<file path="src/rtl/apb_slave_mem_pkg.sv">
// Shared types and constants for the APB memory responder and its register file.
package apb_slave_mem_pkg;

    typedef enum logic [1:0] {
        IDLE   = 2'd0,
        WAIT   = 2'd1,
        ACCESS = 2'd2
    } state_t;

    localparam logic [7:0] ERR_CNT_MAX = 8'hFF;

    // Word-index width; at least one bit even for a two-word memory.
    function automatic int idx_width(input int depth);
        return (depth > 2) ? $clog2(depth) : 1;
    endfunction

endpackage

</file>
<file path="src/rtl/apb_mem_regfile.sv">
// DEPTH x WIDTH register array: async clear, synchronous write, registered read port
// whose output register can also be forced to zero (error responses).
module apb_mem_regfile
    import apb_slave_mem_pkg::*;
#(
    parameter int DEPTH = 16,
    parameter int WIDTH = 32,
    parameter int AW    = idx_width(DEPTH)
) (
    input  logic             clk,
    input  logic             rst_n,
    input  logic             we,
    input  logic [AW-1:0]    waddr,
    input  logic [WIDTH-1:0] wdata,
    input  logic             rd_en,
    input  logic             rd_clr,
    input  logic [AW-1:0]    raddr,
    output logic [WIDTH-1:0] rdata
);

    logic [DEPTH-1:0][WIDTH-1:0] words;
    logic [WIDTH-1:0]            rdata_reg;

    genvar gi;
    generate
        for (gi = 0; gi < DEPTH; gi++) begin : g_word
            logic [WIDTH-1:0] word_reg;

            always_ff @(posedge clk or negedge rst_n) begin
                if (!rst_n) begin
                    word_reg <= '0;
                end else if (we && (waddr == AW'(gi))) begin
                    word_reg <= wdata;
                end
            end

            assign words[gi] = word_reg;
        end
    endgenerate

    always_ff @(posedge clk or negedge rst_n) begin
        if (!rst_n) begin
            rdata_reg <= '0;
        end else if (rd_clr) begin
            rdata_reg <= '0;
        end else if (rd_en) begin
            rdata_reg <= words[raddr];
        end
    end

    assign rdata = rdata_reg;

endmodule

</file>
<file path="src/rtl/apb_slave_mem_resp.sv">
// APB slave responder backed by a small word-addressed memory, with programmable
// wait states, decode/alignment error responses and a saturating error counter.
module apb_slave_mem_resp
    import apb_slave_mem_pkg::*;
#(
    parameter int                     PADDR_WIDTH  = 32,
    parameter int                     PWDATA_WIDTH = 32,
    parameter int                     PRDATA_WIDTH = 32,
    parameter int                     MEM_DEPTH    = 16,
    parameter logic [PADDR_WIDTH-1:0] BASE_ADDR    = '0
) (
    input  logic                    pclock,
    input  logic                    preset,
    input  logic [PADDR_WIDTH-1:0]  paddr,
    input  logic                    prwd,
    input  logic [PWDATA_WIDTH-1:0] pwdata,
    input  logic                    psel,
    input  logic                    penable,
    input  logic [2:0]              wait_cfg,
    output logic [PRDATA_WIDTH-1:0] prdata,
    output logic                    pready,
    output logic                    pslverr,
    output logic [7:0]              err_count
);

    localparam int AW = idx_width(MEM_DEPTH);

    state_t                  state_reg, state_next;
    logic [2:0]              cnt_reg, cnt_next;
    logic [AW-1:0]           idx_reg, idx_next;
    logic                    write_reg, write_next;
    logic [PWDATA_WIDTH-1:0] wdata_reg, wdata_next;
    logic                    err_reg, err_next;
    logic                    pready_reg, pready_next;
    logic                    pslverr_reg, pslverr_next;
    logic [7:0]              err_count_reg, err_count_next;

    logic                    setup, access;
    logic [AW-1:0]           bus_idx;
    logic                    bus_err;
    logic [PADDR_WIDTH:0]    addr_ext, lo_ext, hi_ext;

    logic                    take_setup, raise, raise_err, raise_wr;
    logic [AW-1:0]           raise_idx;
    logic                    mem_we, rd_en, rd_clr;
    logic [AW-1:0]           rd_addr;

    assign setup  = psel && !penable;
    assign access = psel && penable;

    // Range check done one bit wider so the upper limit cannot wrap.
    assign addr_ext = {1'b0, paddr};
    assign lo_ext   = {1'b0, BASE_ADDR};
    assign hi_ext   = lo_ext + (PADDR_WIDTH + 1)'(4 * MEM_DEPTH);
    assign bus_err  = (paddr[1:0] != 2'b00) || (addr_ext < lo_ext) || (addr_ext >= hi_ext);
    assign bus_idx  = AW'((paddr - BASE_ADDR) >> 2);

    always_comb begin
        state_next     = state_reg;
        cnt_next       = cnt_reg;
        idx_next       = idx_reg;
        write_next     = write_reg;
        wdata_next     = wdata_reg;
        err_next       = err_reg;
        pready_next    = 1'b0;
        pslverr_next   = 1'b0;
        err_count_next = err_count_reg;
        mem_we         = 1'b0;
        take_setup     = 1'b0;
        raise          = 1'b0;
        raise_err      = err_reg;
        raise_wr       = write_reg;
        raise_idx      = idx_reg;

        case (state_reg)
            IDLE: begin
                take_setup = setup;
            end
            WAIT: begin
                if (!psel) begin
                    state_next = IDLE;
                end else if (penable) begin
                    cnt_next = cnt_reg - 3'd1;
                    if (cnt_reg == 3'd1) begin
                        state_next = ACCESS;
                        raise      = 1'b1;
                    end
                end
            end
            ACCESS: begin
                if (access) begin
                    state_next = IDLE;
                    if (err_reg) begin
                        if (err_count_reg != ERR_CNT_MAX) begin
                            err_count_next = err_count_reg + 8'd1;
                        end
                    end else if (write_reg) begin
                        mem_we = 1'b1;
                    end
                end else if (setup) begin
                    take_setup = 1'b1;
                end else begin
                    state_next = IDLE;
                end
            end
            default: state_next = IDLE;
        endcase

        if (take_setup) begin
            idx_next   = bus_idx;
            write_next = prwd;
            wdata_next = pwdata;
            err_next   = bus_err;
            if (wait_cfg == 3'd0) begin
                state_next = ACCESS;
                raise      = 1'b1;
                raise_err  = bus_err;
                raise_wr   = prwd;
                raise_idx  = bus_idx;
            end else begin
                state_next = WAIT;
                cnt_next   = wait_cfg;
            end
        end

        if (raise) begin
            pready_next  = 1'b1;
            pslverr_next = raise_err;
        end
    end

    // Read data is captured on the edge that raises pready, forced to zero on errors.
    assign rd_clr  = raise && raise_err;
    assign rd_en   = raise && !raise_err && !raise_wr;
    assign rd_addr = raise_idx;

    always_ff @(posedge pclock or negedge preset) begin
        if (!preset) begin
            state_reg     <= IDLE;
            cnt_reg       <= '0;
            idx_reg       <= '0;
            write_reg     <= 1'b0;
            wdata_reg     <= '0;
            err_reg       <= 1'b0;
            pready_reg    <= 1'b0;
            pslverr_reg   <= 1'b0;
            err_count_reg <= '0;
        end else begin
            state_reg     <= state_next;
            cnt_reg       <= cnt_next;
            idx_reg       <= idx_next;
            write_reg     <= write_next;
            wdata_reg     <= wdata_next;
            err_reg       <= err_next;
            pready_reg    <= pready_next;
            pslverr_reg   <= pslverr_next;
            err_count_reg <= err_count_next;
        end
    end

    apb_mem_regfile #(
        .DEPTH (MEM_DEPTH),
        .WIDTH (PRDATA_WIDTH),
        .AW    (AW)
    ) u_regfile (
        .clk    (pclock),
        .rst_n  (preset),
        .we     (mem_we),
        .waddr  (idx_reg),
        .wdata  (wdata_reg),
        .rd_en  (rd_en),
        .rd_clr (rd_clr),
        .raddr  (rd_addr),
        .rdata  (prdata)
    );

    assign pready    = pready_reg;
    assign pslverr   = pslverr_reg;
    assign err_count = err_count_reg;

endmodule

</file>
<file path="config.mk">
export PLATFORM = sky130hd
export DESIGN_NAME = apb_slave_mem_resp
export DESIGN_NICKNAME = d
export VERILOG_FILES = /design/src/rtl/apb_slave_mem_pkg.sv /design/src/rtl/apb_mem_regfile.sv /design/src/rtl/apb_slave_mem_resp.sv
export SDC_FILE = /design/constraint.sdc
export NUM_CORES = 1
export LEC_CHECK = 0
export CORE_UTILIZATION = 35
export DETAILED_ROUTE_END_ITERATION = 10
export PLACE_DENSITY_LB_ADDON = 0.3
export REMOVE_ABC_BUFFERS = 1
export SLEW_MARGIN = 20
export SYNTH_ARGS = -nofsm -noshare
export SYNTH_HDL_FRONTEND = slang
export SYNTH_HIERARCHICAL = 1
export SYNTH_SLANG_ARGS = --single-unit
export TNS_END_PERCENT = 100
</file>
<file path="constraint.sdc">
create_clock -name pclock -period 2.25 [get_ports pclock]
set_input_delay 0.3375 -clock pclock [delete_from_list [all_inputs] [get_ports pclock]]
set_output_delay 0.3375 -clock pclock [all_outputs]
set_load 0.05 [all_outputs]
</file>
==> results.ini, run 1 <==
[yosys]
synth-seq-cells = 597
synth_flop_cell = dfrtp_1
syn_area_mm2 = 0.0267
yosys-top-cells-area = dfrtp_1 (56%), mux2_2 (23%), mux2i_1 (9.6%), nand3_1 (1.9%), a22oi_1 (1.8%)
syn_inst = 1984
yosys_warnings = 6
yosys.area.top_type = dfrtp_1
ys_async_sr_fraction_pct = 100
synth_edf_count = 0
synth_top_area_share_pct = 56.0
synth.distinct_cells = 36
ys_seq_area_share_pct = 56.0
syn_area_per_cell_um2 = 13.4

[route]
ant_nets = 0
routed_wirelength_mm = 73.6
drt-pass1-iter-count = 5
avgRoutedWirePerCell_um = 23.0
drc = 0
viasPerCell = 5.28
vias = 16900
drt_iter0_markers = 947

[clock_tree]
htreeDepth = 3
cts_tree = yes
cts_buffers = 68
clk_pin_slew_ns = 0.06
clock_latency_ns = 0.61
clockBufferDepth = 3
clock-sinks = 597
cts_root_buf = clkbuf_16

[sta]
fmax_mhz = 425
relSlewSlack_pct = 46.4
worstMarginPinSlew_ns = 0.804
period_share_pct = 104
rsz0062_at_grt = yes
setup_violations = 32
fin_worst_skew_ns = 0.0178
setup_ws_ns = -0.101
maxSlewViolCount = 0
hold_viol = 0
period_needed_ns = 2.35

[die]
core_mm2 = 0.0749
fp.dieH_um = 278
die-area_mm2 = 0.0773
io_pins = 114
fp.dieW_um = 278
num_rows = 100
start_util_pct = 35.6

[grt]
grt-ovfl-total = 0
grt_pass1_vias = 18500
grt_first_pass_wirelength_mm = 115
grt.total_usage_pct = 19.5
grt_max_degree = 81
antenna_found_initial = 2

[final_layout]
areaGrowthSynthToFinish_pct = 25.1
seqCellArea_mm2 = 0.0149
multi_input_area_mm2 = 0.0116
drive_above_1_share_pct = 41.0
fillers = 6633
fin_nets = 2253
final_common_cell = dfrtp_1
largest_reg_flops = 512
layout_common_cells = dfrtp_1 (596), mux2_2 (536), mux2i_1 (253), nand2_1 (106), clkdlybuf4s50_1 (98)
antenna_cells = 0

[placed_design]
pre_cts_ws_ns = -0.631
globalplace.congestion = 0.810
port_buffers = 113
dp_hpwl_mm = 42.8

[power]
p_leak_nw = 16.4
power_density_mw_per_mm2 = 806
ir_drop_mv = 0.453
power_w = 0.0269

[outcome]
violations = setup timing
status = finished with violations

[worst_hold_path]
min-delay-path-class = input pin to asynchronous set/reset pin

[job]
cap_violations = 0

[setup_path]
endpoint_kind = flip-flop
critPathKind = flip-flop to flip-flop
worstPathArrival_ns = 2.88
critPathRequiredTime_ns = 2.78
startpoint_type = flip-flop
critical_path.max_fanout = 8

-- timing repair --
item | CTS | global route
buffers inserted | 9 | 4
pin swaps | 53 | 51
gates cloned | 9 | 1
gates resized for setup | 77 | 60
endpoints found under the setup margin | 373 | 83
hold buffers | 1 | 0
hold endpoints to repair | 39 | 0
-- worst max-delay path, stage by stage (launching register included) --
cell	delay, ns
dfrtp_1	0.37
nand4b_1	0.20
or3b_4	0.43
nor3_4	0.13
a21o_1	0.11
or3b_4	0.50
buf_12	0.22
a21oi_2	0.12
nand3_1	0.08
nand3_1	0.09
-- cells in the mapped netlist (2+ instances only) --
| cell type | n |
|---|---|
| dfrtp_1 | 597 |
| a22oi_1 | 64 |
| clkbuf_1 | 74 |
| buf_1 | 2 |
| nand2_1 | 108 |
| inv_1 | 6 |
| a21oi_1 | 66 |
| and3_1 | 2 |
| nand3b_1 | 6 |
| mux2_1 | 17 |
| nand2b_1 | 2 |
| or3_1 | 3 |
| nor2b_1 | 3 |
| mux2i_1 | 256 |
| nor2_1 | 19 |
| nor4_1 | 7 |
| buf_2 | 80 |
| nor3_1 | 6 |
| mux2_2 | 537 |
| xnor2_1 | 3 |
| o21ai_0 | 3 |
| xor2_1 | 6 |
| ha_1 | 3 |
| nand3_1 | 102 |
-- report_power, final --
group,total [W],internal (W),switching [W]
Clock,0.0113,0.00681,0.00450
Sequential,0.0117,0.0109,0.000743
Combinational,0.00391,0.00173,0.00218
Total,0.0269,0.0195,0.00743
-- cell families (layout without fill, tap and decap cells) --
kind of cell	Yosys count	after routing	share of synthesized area [%]
muxes	810	810	33.0
DFF	597	597	56.0
and+or+nand+nor	266	266	4.69
buffers and inverters	162	408	2.65
AOI/OAI and AO/OA	137	137	3.23
xor gates and xnor gates	9	9	0.295
adders and majority gates	3	3	0.141
-- routing by layer --
metal	share of wire (%)	up-vias	global-route usage, %
met1	45	8916	26.2
met4	2.4	0	5.44
met2	49	326	32.6
met3	3.9	116	2.80
met5	0	-	0
li1	-	7542	-
-- layout make-up --
type,count,area share (%)
Tap cell,969,3.63
Clock inverter,25,0.885
Sequential cell,597,44.8
Timing Repair Buffer,280,9.87
Clock buffer,97,6.00
Multi-Input combinational cell,1225,34.8
Inverter,6,0.0675
-- metrics by stage --
step / instance area [um2] / hold WS, ns / setup TNS [ns] / utilization, % / std cells
2_1_floorplan: 26000 / 0.0419 / -395.55 / - / 1828
3_3_place_gp: 30200 / 0.345 / -237.16 / 40.3 / 3053
3_5_place_dp: 30200 / 0.343 / -256.27 / 40.3 / 3053
4_1_cts: 33000 / 0.291 / -0.208 / 44.1 / 3194
5_1_grt: 33400 / 0.326 / -5.27 / 44.5 / 3199
6_report: 33400 / 0.267 / -2.05 / 44.5 / 3199
-- worst paths after layout --
check                      cells past startpoint                             start                          endpoint  slack [ns]
max                                            9                      state_reg[1]               u_regfile/rdata[28]       -0.10
max reg2reg                                    9                      state_reg[1]               u_regfile/rdata[28]       -0.10
min in group pclock                            3                       wait_cfg[0]                        cnt_reg[0]        0.32
min reg2reg                                    1  u_regfile/g_word[6].word_reg[27]  u_regfile/g_word[6].word_reg[27]        0.48
min                                            2                            preset                      wdata_reg[5]        0.27
max in group asynchronous                      3                            preset  u_regfile/g_word[3].word_reg[21]        1.07
(Power assumes the default switching activity.)
==> inputs of run 2 (changes only) <==
--- a/config.mk
+++ b/config.mk
@@ -5,6 +5,7 @@
 export SDC_FILE = /design/constraint.sdc
 export NUM_CORES = 1
 export LEC_CHECK = 0
+export CORE_ASPECT_RATIO = 1.25
 export CORE_UTILIZATION = 35
 export DETAILED_ROUTE_END_ITERATION = 10
 export PLACE_DENSITY_LB_ADDON = 0.3
==> results.ini, run 2 (synthesis gave the netlist of run 1 again) <==
[setup_path]
critical_path.max_fanout = 8
crit_path_top_delay_cell = or3b_4
startpoint_type = flip-flop
worst-path-buf-inv = 3
critPathRequiredTime_ns = 2.82
worstPathCellList = inv_2 -> ha_4 -> or3b_4 -> nor3_2 -> a21o_1 -> or3b_4 -> buf_4 -> buf_12 -> a21oi_2 -> nand3_1 -> nand3_1
endpoint_kind = flip-flop
critPathKind = flip-flop to flip-flop
path_delay_family = simple AND/OR/NAND/NOR gates
worstPathArrival_ns = 2.95
slowest_delay_ns = 0.43

[sta]
fmax_mhz = 420
period_share_pct = 106
maxSlewViolCount = 0
rsz0062_at_grt = yes
worstMarginPinSlew_ns = 0.871
period_needed_ns = 2.38
fin_worst_skew_ns = 0.0250
hold_viol = 0
setup_violations = 34
relSlewSlack_pct = 41.9
setup_ws_ns = -0.134

[route]
vias = 17100
viasPerCell = 5.30
drc = 0
drt-pass1-iter-count = 5
drt_iter0_markers = 1125
routed_wirelength_mm = 76.4
ant_nets = 0
avgRoutedWirePerCell_um = 23.7

[final_layout]
fin_cells = 3218
fin_util_pct = 44.8
fin_nets = 2274
areaGrowthSynthToFinish_pct = 26.3
largest_reg_flops = 512
antenna_cells = 0
layout_common_cells = dfrtp_1 (596), mux2_2 (536), mux2i_1 (252), nand2_1 (106), nand3_1 (96)
drive_above_1_share_pct = 40.2
final_common_cell = dfrtp_1

[placed_design]
port_buffers = 113
dpl.cell_count = 3054
dp_hpwl_mm = 42.7
globalplace.congestion = 0.786

[outcome]
violations = setup timing
status = finished with violations

[power]
clkPwrFrac_pct = 39.0
power_w = 0.0259
ir_drop_mv = 0.582
sequentialPowerShare_pct = 45.2
p_sw_share_pct = 28.0
p_int_w = 0.0186
p_switching_w = 0.00724
power_density_mw_per_mm2 = 768
combPwrFrac_pct = 15.9
p_leak_nw = 16.7

[clock_tree]
clock_latency_ns = 0.64
clock-sinks = 597
clk_pin_slew_ns = 0.06
htreeDepth = 2
cts_root_buf = clkbuf_16
cts_buffers = 60
cts_tree = yes
clockBufferDepth = 3

[die]
io_pins = 114
fp.dieH_um = 311
num_rows = 112
start_util_pct = 35.5
die-area_mm2 = 0.0773
fp.dieW_um = 249
core_mm2 = 0.0751

[grt]
grt_use_met2_pct = 32.7
use_met3_pct = 2.84
grt_max_degree = 72
grt.total_usage_pct = 19.3
antenna_found_initial = 1
grt_first_pass_wirelength_mm = 114
grt-ovfl-total = 0
use_met1_pct = 25.2
grt_pass1_vias = 18200
top_usage_layer = met2

[worst_hold_path]
min-delay-path-class = input pin to asynchronous set/reset pin

[job]
cap_violations = 0

-- run 2: power by group through the flow --
stage / clock (W) / combinational (W) / sequential [W]
after floorplan: 0 / 0.00231 / 0.0116
after global placement: 0 / 0.00376 / 0.0118
after detailed placement: 0 / 0.00379 / 0.0119
after CTS: 0.0104 / 0.00409 / 0.0117
after global routing: 0.0108 / 0.00433 / 0.0118
final: 0.0101 / 0.00411 / 0.0117
-- run 2: what timing repair did --
item,4_1_cts,5_1_grt
pin swaps,41,15
endpoints found under the hold margin,39,0
endpoints found under the setup margin,163,347
setup buffers,17,14
hold buffers,1,0
gates cloned,13,9
resized for setup,85,37
-- run 2: worst paths after layout --
path | slack (ns) | cells after the start | end | start
max in group asynchronous | 1.12 | 3 | u_regfile/g_word[11].word_reg[31] | preset
worst max register to register | -0.13 | 11 | u_regfile/rdata[16] | cnt_reg[1]
worst min register to register | 0.49 | 1 | u_regfile/g_word[6].word_reg[5] | u_regfile/g_word[6].word_reg[5]
worst max-delay path | -0.13 | 11 | u_regfile/rdata[16] | cnt_reg[1]
worst min-delay path | 0.25 | 2 | u_regfile/g_word[7].word_reg[28] | preset
min in group pclock | 0.31 | 2 | wdata_reg[23] | pwdata[23]
-- run 2: worst reg2reg max path, delay by kind of cell (launching register included) --
kind,cells,cell delay (ns)
compound gates,2,0.27
fa+ha+maj,1,0.13
simple gates,5,1.11
flops,1,0.39
buf+inv,3,0.39
-- run 2: final cells by class --
type,instances,area (um2)
clock buffer,91,1780
timing repair buffer,308,4070
multi-input combinational,1226,11400
sequential,597,14900
fill,6664,41400
tap,969,1210
inverter,6,22.5
clock inverter,21,206
-- run 2: per-layer routing --
layer  share of wire (%)  vias up
met5                   0        -
met4                 2.9        0
met3                 4.1      122
met2                  49      359
met1                  44     9021
li1                    -     7550
-- run 2: per-stage QoR --
stage	hold slack, ns	area [um2]	setup slack (ns)	setup TNS (ns)
finish	0.249	33700	-0.134	-3.42
global route	0.267	33700	-0.259	-18.04
CTS	0.234	33200	-0.114	-2.12
detailed placement	0.324	30400	-0.638	-280.35
global placement	0.308	30400	-0.615	-260.55
floorplan	0.0419	26000	-5.32	-395.55
==> inputs of run 3 (changes only) <==
--- a/config.mk
+++ b/config.mk
@@ -8,6 +8,7 @@
 export CORE_ASPECT_RATIO = 1.25
 export CORE_UTILIZATION = 35
 export DETAILED_ROUTE_END_ITERATION = 10
+export GPL_ROUTABILITY_DRIVEN = 0
 export PLACE_DENSITY_LB_ADDON = 0.3
 export REMOVE_ABC_BUFFERS = 1
 export SLEW_MARGIN = 20
==> results of run 3 <==
Same layout as run 2: the final DEF is identical, and so are final timing and power.
